==> src/rtl/cm_bus_pkg.sv <==
// cm_bus_pkg: bus width, FSM states and default timing shared by the CM transmit and receive paths
package cm_bus_pkg;
  localparam int CM_W           = 8;
  localparam int CM_DEPTH       = 4;
  localparam int CM_SETUP_CYC   = 4;
  localparam int CM_TIMEOUT_CYC = 50000;
  typedef enum logic [2:0] {IDLE, SETUP, STROBE, RELEASE, RECOVER} cm_state_t;
endpackage

==> src/rtl/sync_fifo.sv <==
// sync_fifo: single-clock FIFO with occupancy count; read data is the current head entry
module sync_fifo #(
  parameter int W     = 8,
  parameter int DEPTH = 4
) (
  input  logic                     clk,
  input  logic                     rst_n,
  input  logic                     i_push,
  input  logic [W-1:0]             i_data,
  input  logic                     i_pop,
  output logic [W-1:0]             o_data,
  output logic                     o_full,
  output logic                     o_empty,
  output logic [$clog2(DEPTH):0]   o_lvl
);
  localparam int AW = $clog2(DEPTH);
  localparam int LW = AW + 1;
  logic [W-1:0]  r_mem [DEPTH];
  logic [AW-1:0] r_wptr, r_rptr;
  logic [LW-1:0] r_lvl;
  logic          w_push, w_pop;
  assign w_push  = i_push && !o_full;
  assign w_pop   = i_pop && !o_empty;
  assign o_data  = r_mem[r_rptr];
  assign o_full  = r_lvl == LW'(DEPTH);
  assign o_empty = r_lvl == '0;
  assign o_lvl   = r_lvl;
  always_ff @(posedge clk or negedge rst_n) begin
    if (!rst_n) begin
      r_wptr <= '0;
      r_rptr <= '0;
      r_lvl  <= '0;
    end else begin
      if (w_push) r_wptr <= r_wptr + 1'b1;
      if (w_pop) r_rptr <= r_rptr + 1'b1;
      r_lvl <= r_lvl + LW'(w_push) - LW'(w_pop);
    end
  end
  always_ff @(posedge clk) begin
    if (w_push) r_mem[r_wptr] <= i_data;
  end
endmodule

==> src/rtl/cm_bus_tx.sv <==
// cm_bus_tx: FPGA->Xmega byte transmitter, FIFO-buffered, 4-phase strobe/ack handshake with ack timeout
module cm_bus_tx import cm_bus_pkg::*; #(
  parameter int DEPTH       = CM_DEPTH,
  parameter int SETUP_CYC   = CM_SETUP_CYC,
  parameter int TIMEOUT_CYC = CM_TIMEOUT_CYC
) (
  input  logic                     CLK_50,
  input  logic                     RST_n,
  input  logic [CM_W-1:0]          TX_DATA,
  input  logic                     TX_VALID,
  output logic                     TX_READY,
  output logic [CM_W-1:0]          CM_OUT,
  output logic                     CM_STB,
  input  logic                     CM_ACK,
  output logic                     BUSY,
  output logic                     ERR_TIMEOUT,
  input  logic                     CLR_ERR,
  output logic [$clog2(DEPTH):0]   FIFO_LVL
);
  localparam int CW = $clog2(TIMEOUT_CYC + 1);
  cm_state_t       r_state, w_nxt;
  logic [CW-1:0]   r_cnt;
  logic [1:0]      r_ack_sync;
  logic            r_init, r_err, r_stb;
  logic [CM_W-1:0] r_out, w_head;
  logic            w_ack_s, w_full, w_empty, w_push, w_pop, w_to, w_setup_done, w_set;
  assign w_ack_s      = r_ack_sync[1];
  assign w_push       = TX_VALID && TX_READY;
  assign w_pop        = (r_state == IDLE) && (w_nxt == SETUP);
  assign w_to         = r_cnt == CW'(TIMEOUT_CYC - 1);
  assign w_setup_done = r_cnt == CW'(SETUP_CYC - 1);
  assign TX_READY     = r_init && !w_full;
  assign CM_OUT       = r_out;
  assign CM_STB       = r_stb;
  assign ERR_TIMEOUT  = r_err;
  assign BUSY         = (r_state != IDLE) || !w_empty;
  sync_fifo #(.W(CM_W), .DEPTH(DEPTH)) u_fifo (
    .clk     (CLK_50),
    .rst_n   (RST_n),
    .i_push  (w_push),
    .i_data  (TX_DATA),
    .i_pop   (w_pop),
    .o_data  (w_head),
    .o_full  (w_full),
    .o_empty (w_empty),
    .o_lvl   (FIFO_LVL)
  );
  always_comb begin
    w_nxt = r_state;
    w_set = 1'b0;
    case (r_state)
      IDLE:    w_nxt = (!w_empty && !w_ack_s) ? SETUP : IDLE;
      SETUP:   w_nxt = w_setup_done ? STROBE : SETUP;
      STROBE: begin
        w_nxt = w_ack_s ? RELEASE : w_to ? RECOVER : STROBE;
        w_set = !w_ack_s && w_to;
      end
      RELEASE: begin
        w_nxt = !w_ack_s ? IDLE : w_to ? RECOVER : RELEASE;
        w_set = w_ack_s && w_to;
      end
      RECOVER: w_nxt = w_ack_s ? RECOVER : IDLE;
      default: w_nxt = IDLE;
    endcase
  end
  // Strobe is registered from the next state so it toggles glitch-free with the state change.
  always_ff @(posedge CLK_50 or negedge RST_n) begin
    if (!RST_n) begin
      r_state    <= IDLE;
      r_cnt      <= '0;
      r_ack_sync <= '0;
      r_init     <= 1'b0;
      r_err      <= 1'b0;
      r_out      <= '0;
      r_stb      <= 1'b0;
    end else begin
      r_state    <= w_nxt;
      r_cnt      <= (w_nxt != r_state) ? '0 : (r_cnt == CW'(TIMEOUT_CYC)) ? r_cnt : r_cnt + 1'b1;
      r_ack_sync <= {r_ack_sync[0], CM_ACK};
      r_init     <= 1'b1;
      r_err      <= w_set || (r_err && !CLR_ERR);
      r_stb      <= w_nxt == STROBE;
      if (w_pop) r_out <= w_head;
    end
  end
endmodule

==> config.mk <==
export PLATFORM = sky130hd
export DESIGN_NAME = cm_bus_tx
export DESIGN_NICKNAME = d
export VERILOG_FILES = /design/src/rtl/cm_bus_pkg.sv /design/src/rtl/sync_fifo.sv /design/src/rtl/cm_bus_tx.sv
export SDC_FILE = /design/constraint.sdc
export NUM_CORES = 1
export LEC_CHECK = 0
export CAP_MARGIN = 20
export CORE_MARGIN = 5
export CORE_UTILIZATION = 45
export CTS_BUF_LIST = sky130_fd_sc_hd__clkbuf_4
export DETAILED_ROUTE_END_ITERATION = 7
export PLACE_DENSITY = 0.74
export SLEW_MARGIN = 40
export SYNTH_ARGS = -nofsm -noshare
export SYNTH_HDL_FRONTEND = slang
export SYNTH_HIERARCHICAL = 1
export SYNTH_SLANG_ARGS = --single-unit
export TNS_END_PERCENT = 1
==> constraint.sdc <==
create_clock -name CLK_50 -period 5.1 [get_ports CLK_50]
set_input_delay 0.765 -clock CLK_50 [delete_from_list [all_inputs] [get_ports CLK_50]]
set_output_delay 0.765 -clock CLK_50 [all_outputs]
set_load 0.05 [all_outputs]
# Yosys cells after proc, flatten, opt, wreduce, memory -nomap -nowiden

Memory sizes are Yosys's and may differ from the RTL's. A register that Yosys moved wholly into a read port is not among the register bits.
Index checks and enable logic that the tools add are counted.
W data, S select, Z words.

Bits in registers: 31
RAM bits: 32
Input bits: 13
Output and inout bits: 15
Memories: 1

Add/subtract/negate cells: 5
Equality and inequality tests: 12
Mux-type cells: 13
Reductions and logical operators: 19

Memories:

| name         | depth | width | rd ports | clocked after memory_dff | wr ports | RTL line        | RTL |
|---|---|---|---|---|---|---|---|
| u_fifo.r_mem | 4     | 8     | 1        | 1                        | 1        | sync_fifo.sv:18 | `logic [W-1:0] r_mem [DEPTH];` |

Operator list:

| cell                    | count |
|---|---|
| $eq A16 B16 Y1 const B  | 2 |
| $mux W16                | 2 |
| $add A16 B1 Y16 const B | 1 |
| $eq A16 B2 Y1 const B   | 1 |
| $mux W3                 | 5 |
| $pmux W3 S5             | 1 |
| $eq A3 B2 Y1 const B    | 3 |
| $logic_and A1 B1 Y1     | 9 |
| $eq A3 B1 Y1 const B    | 2 |
| $eq A3 B3 Y1 const B    | 2 |
| $logic_not A3 Y1        | 2 |
| $logic_not A1 Y1        | 5 |
| $add A2 B1 Y2 const B   | 2 |
| $add A3 B1 Y3           | 1 |
| $mux W1                 | 3 |
| $ne A3 B3 Y1            | 1 |
| $reduce_bool A3 Y1      | 1 |
| $sub A3 B1 Y3           | 1 |
| $logic_or A1 B1 Y1      | 2 |
| $mux W2                 | 1 |
| $ne A2 B2 Y1 const B    | 1 |
| $pmux W1 S2             | 1 |

# Logic depth before layout (Yosys ltp)

Word-level depth: 9
Depth in mapped cells: 13

# Hierarchy

Netlist, hierarchy kept.

By module, submodules not included:

| module    | times used | cells an instance | area an instance (um2) | sequential area each (um2) |
|---|---|---|---|---|
| sync_fifo | 1          | 84                | 1,625.3                | 1,136.1 |
| cm_bus_tx | 1          | 176               | 1,594.0                | 800.8 |

# Worst setup path after synthesis

OpenSTA, ideal clock, no wires.

Path kind: flip-flop to flip-flop
Start point: register u_fifo.r_lvl[1] (netlist: u_fifo/o_lvl[1])
End point: register u_fifo.r_lvl[2] (netlist: u_fifo/o_lvl[2])
Data arrival time: 2.961 ns
Data required time: 4.975 ns
Setup slack: 2.014 ns
Stages on the path, launching flop included: 14
Path buffers: 1
Clock period less this slack: 3.086 ns
Path through: dfrtp_1 -> nor3_1 -> or3_1 -> nand2b_1 -> clkbuf_1 -> clkinv_1 -> o31ai_1 -> inv_1 -> ha_1 -> inv_1 -> ha_1 -> fa_1 -> xnor2_1 -> xnor2_1

Longest elaborated chain between the ends: 9
Elaborated cells on any way between the ends: 15

RTL lines:

| element                | RTL line        | RTL |
|---|---|---|
| from (decl)            | sync_fifo.sv:20 | `logic [LW-1:0] r_lvl;` |
| from (signal assigned) | sync_fifo.sv:36 | `r_lvl <= r_lvl + LW'(w_push) - LW'(w_pop);` |
| $logic_not A3 Y1       | sync_fifo.sv:26 | `assign o_empty = r_lvl == '0;` |
| net w_empty            | cm_bus_tx.sv:26 | `logic w_ack_s, w_full, w_empty, w_push, w_pop, w_to, w_setup_done, w_set;` |
| $logic_not A1 Y1       | cm_bus_tx.sv:52 | `IDLE: w_nxt = (!w_empty && !w_ack_s) ? SETUP : IDLE;` |
| $logic_and A1 B1 Y1    | cm_bus_tx.sv:52 |  |
| $mux W1                | cm_bus_tx.sv:52 |  |
| $pmux W3 S5            | cm_bus_tx.sv:51 | `case (r_state)` |
| $eq A3 B1 Y1           | cm_bus_tx.sv:29 | `assign w_pop = (r_state == IDLE) && (w_nxt == SETUP);` |
| $logic_and A1 B1 Y1    | cm_bus_tx.sv:29 |  |
| net w_pop              | cm_bus_tx.sv:26 |  |
| $logic_and A1 B1 Y1    | sync_fifo.sv:23 | `assign w_pop = i_pop && !o_empty;` |
| net u_fifo.w_pop       | sync_fifo.sv:21 | `logic w_push, w_pop;` |
| $sub A3 B1 Y3          | sync_fifo.sv:36 |  |

The timed path passes the listed nets, and every way through them passes these cells.
A chain may end at the register's enable or synchronous reset.

# Worst setup path in the final report

Same ends and word-level chain as after synthesis.

==> key figures <==
Run status
  – Status: finished clean

Synthesis
  – XOR/XNOR share of the synthesized area: 4.62%
  – Number of library cell types mapped by synthesis: 46
  – Most used DFF post-synth: dfrtp_1
  – Warnings, synthesis: 6
  – Mapped Nets: 282
  – Largest family of logic cells by synthesized area: simple AND/OR/NAND/NOR gates
  – Post-synth top area cell: dfrtp_1
  – #FFs+latches synth: 71
  – Number of synthesized flops with an enable pin: 32
  – Post-synthesis adder-cell area fraction: 3.73%
  – Post-synth ARST share: 54.9%
  – Sequential share of the synthesized area: 60.2%
  – Synthesized instance count: 260
  – Post-Syn Area: 3220 sq um
  – Synth Area in Simple Gates: 18.6%
  – Avg Synthesized Cell Area: 12.4 sq um
  – Mux share of post-synthesis cell area: 5.91%
  – Top area cells in the synthesized netlist: dfrtp_1 (30%), edfxtp_1 (30%), mux4_2 (5.6%)
  – Synth top area share: 30.3%
  – Compound-cell area share of the yosys netlist: 3.93%

Critical path
  – CP delay by family, top: adder cells
  – CP arrival: 3.43 ns
  – Critical path type: flop to flop
  – CP Cell Sequence: nor3_1 > or3_1 > nand2b_1 > clkinv_1 > o31ai_1 > inv_1 > ha_1 > inv_1 > ha_1 > fa_1 > xnor2_1 > xnor2_1
  – WP data required: 5.42 ns
  – Worst path slowest cell: dfrtp_1
  – Worst setup EP type: flop
  – Worst Path Buf+Inv: 3
  – Critical path fanouts, max: 10
  – Worst path max stage delay: 0.49 ns
  – Crit path launch type: flop

Power and ir drop
  – Int Pwr: 1.12 mW
  – Logic pwr share: 38.2%
  – Max IR drop VDD: 0.198 mV
  – Clk pwr share: 16.3%
  – Lkg Pwr: 1.46 nW
  – Power Density: 508 nW/um^2
  – Total Power: 1.87 mW
  – Sequential Power Share: 45.4%
  – NetSw: 0.753 mW
  – Sw Share: 40.2%

Clock network
  – CTS tree: built
  – Hold-fix buffer count after cts: 0
  – Post-CTS Resized: 0
  – Root buffer cell: clkbuf_4
  – Clock Pin Slew Worst Setup and Hold Paths: 0.12 ns
  – TritonCTS Buffers: 9
  – Clk_lat worst skew: 0.40 ns
  – # clock sinks: 71
  – CTS H-tree depth: 3
  – Maximum clock path buffer count: 2
  – Post-CTS Setup Bufs: 0

Routing
  – Vias per cell: 5.07
  – ANT nets after route: 0
  – DR WL/cell: 14.4 um
  – Iteration-0 DRC Markers: 117
  – Via count: 1986
  – DRT Wirelength: 5660 um
  – Pre-antenna DRT Iters: 4
  – Drc violations: 0

STA
  – Fmax: 0.322 GHz
  – Setup ws final: 1.99 ns
  – Post-Route Setup TNS: 0 ns
  – Final period util: 60.9%
  – RSZ-0062 raised after global routing: false
  – Clk_skew: 0.0154 ns
  – # setup viols final: 0
  – Hold Slack: 0.299 ns
  – Relative slew slack: 55.2%
  – Max-slew violations: 0
  – Slew @ Worst Pin: 0.671 ns
  – Fin. Hold Viols: 0
  – Period minus WS final: 3.11 ns

Final layout
  – Final Core Density: 53.6%
  – Final Non-Filler Cells: 392
  – Most common cell after layout, fill and taps aside: dfrtp_1
  – Layout Nets: 313
  – N_diodes: 0
  – Fill count: 591
  – Area growth from synthesis to final layout: 14.5%
  – Most frequent cells in the layout: dfrtp_1 (39), nand2_1 (35), edfxtp_1 (32), nor2_1 (26), clkdlybuf4s50_1 (26)
  – Finished Cell Area: 3680 sq um
  – Layout cells sized above 1: 11.1%

Placed design
  – Place WS: 2.02 ns
  – DP Area: 3570 sq um
  – GP Congestion: 0.773
  – Port Buffers: 27
  – Post-DP HPWL: 4010 um
  – Placed cell count: 376

Floorplan
  – I/O Pins: 28
  – Std-Cell Rows: 30
  – Die area: 8950 sq um
  – Die Ht: 94.6 um
  – Initial Util: 46.9%
  – Core area: 6870 sq um
  – Die width: 94.6 um

Global routing
  – Largest net degree at the start of global routing: 40
  – Vias in the first global route: 2022
  – GRT Overall Usage: 14.6%
  – Grt ovf: 0
  – Initial antenna violation count: 0
  – First-pass GRT wire length: 9790 um

Worst hold path
  – Hold Crit Class: primary input to asynchronous set/reset pin

Flow run
  – Number of max-cap violations: 0
==> cell families after synthesis <==
kind of cell	count (synthesis)
compound gates	19
xor+xnor	17
fa+ha+maj	9
buf+inv	22
flops	71
mux	9
other cells	1
simple gates	112
==> Yosys cell counts, types with 2 or more instances <==
cell type and number:
mux4_2 8, and3b_1 4, nand4_1 4, a31oi_1 2, edfxtp_1 32, nor2b_1 3, a21oi_1 5, or2_2 2
nor4_1 2, nand3_1 8, inv_1 14, clkbuf_1 3, ha_1 8, o211ai_1 3, xnor2_1 11, nand2b_1 6
nand4bb_1 2, nor3_1 4, buf_4 3, o21ai_0 4, nand2_1 35, or4_4 3, xor2_1 6, dfrtp_1 39
and2_1 2, nor2_1 26, or3_1 2
==> power by group through the flow <==
stage | Sequential, mW | Clock, mW | Combinational [mW]
floorplan | 0.951 | 0 | 0.422
global placement | 0.858 | 0 | 0.710
detailed placement | 0.864 | 0 | 0.726
CTS | 0.853 | 0.316 | 0.726
global route | 0.877 | 0.346 | 0.792
finish | 0.851 | 0.306 | 0.716
==> area by class of cell <==
class | instances | area, sq um | area share (%)
sequential | 71 | 1940 | 52.6
clock inverter | 5 | 33.8 | 0.917
tap | 96 | 120 | 3.26
inverter | 15 | 56.3 | 1.53
clock buffer | 11 | 82.6 | 2.24
multi-input combinational | 167 | 1190 | 32.2
timing repair buffer | 27 | 268 | 7.27
==> final timing paths <==
path	endpoint	cells past startpoint	slack, ns	from
max	u_fifo/o_lvl[2]	12	1.99	u_fifo/o_lvl[1]
min	r_cnt[3]	1	0.30	RST_n
max reg2reg	u_fifo/o_lvl[2]	12	1.99	u_fifo/o_lvl[1]
min reg2reg	r_ack_sync[1]	0	0.39	r_ack_sync[0]
max in group asynchronous	r_cnt[12]	1	4.45	RST_n
min in group CLK_50	r_ack_sync[1]	0	0.39	r_ack_sync[0]
==> state kept, by name (all words and copies together) (netlist names) <==
name / cells
r_cnt: 16
r_state: 3
u_fifo/r_rptr: 2
u_fifo/r_mem: 32
r_init: 1
CM_STB: 1
u_fifo/o_lvl: 3
ERR_TIMEOUT: 1
u_fifo/r_wptr: 2
CM_OUT: 8
r_ack_sync: 2
==> metal layers <==
| metal | global-route usage [%] | vias up | part of all wire [%] |
|---|---|---|---|
| met1 | 20.3 | 957 | 48 |
| met5 | 0 | - | 0 |
| met2 | 20.8 | 44 | 44 |
| met3 | 5.58 | 8 | 7.2 |
| met4 | 5.77 | 0 | 1.5 |
| li1 | - | 977 | - |
==> worst register-to-register path, stage by stage, from the launching register on <==
cell and delay (ns):
dfrtp_1 0.49, nor3_1 0.29, or3_1 0.16, nand2b_1 0.29, clkinv_1 0.30, o31ai_1 0.20, inv_1 0.09, ha_1 0.28
inv_1 0.04, ha_1 0.18, fa_1 0.39, xnor2_1 0.19, xnor2_1 0.14
(Power assumes the default switching activity.)
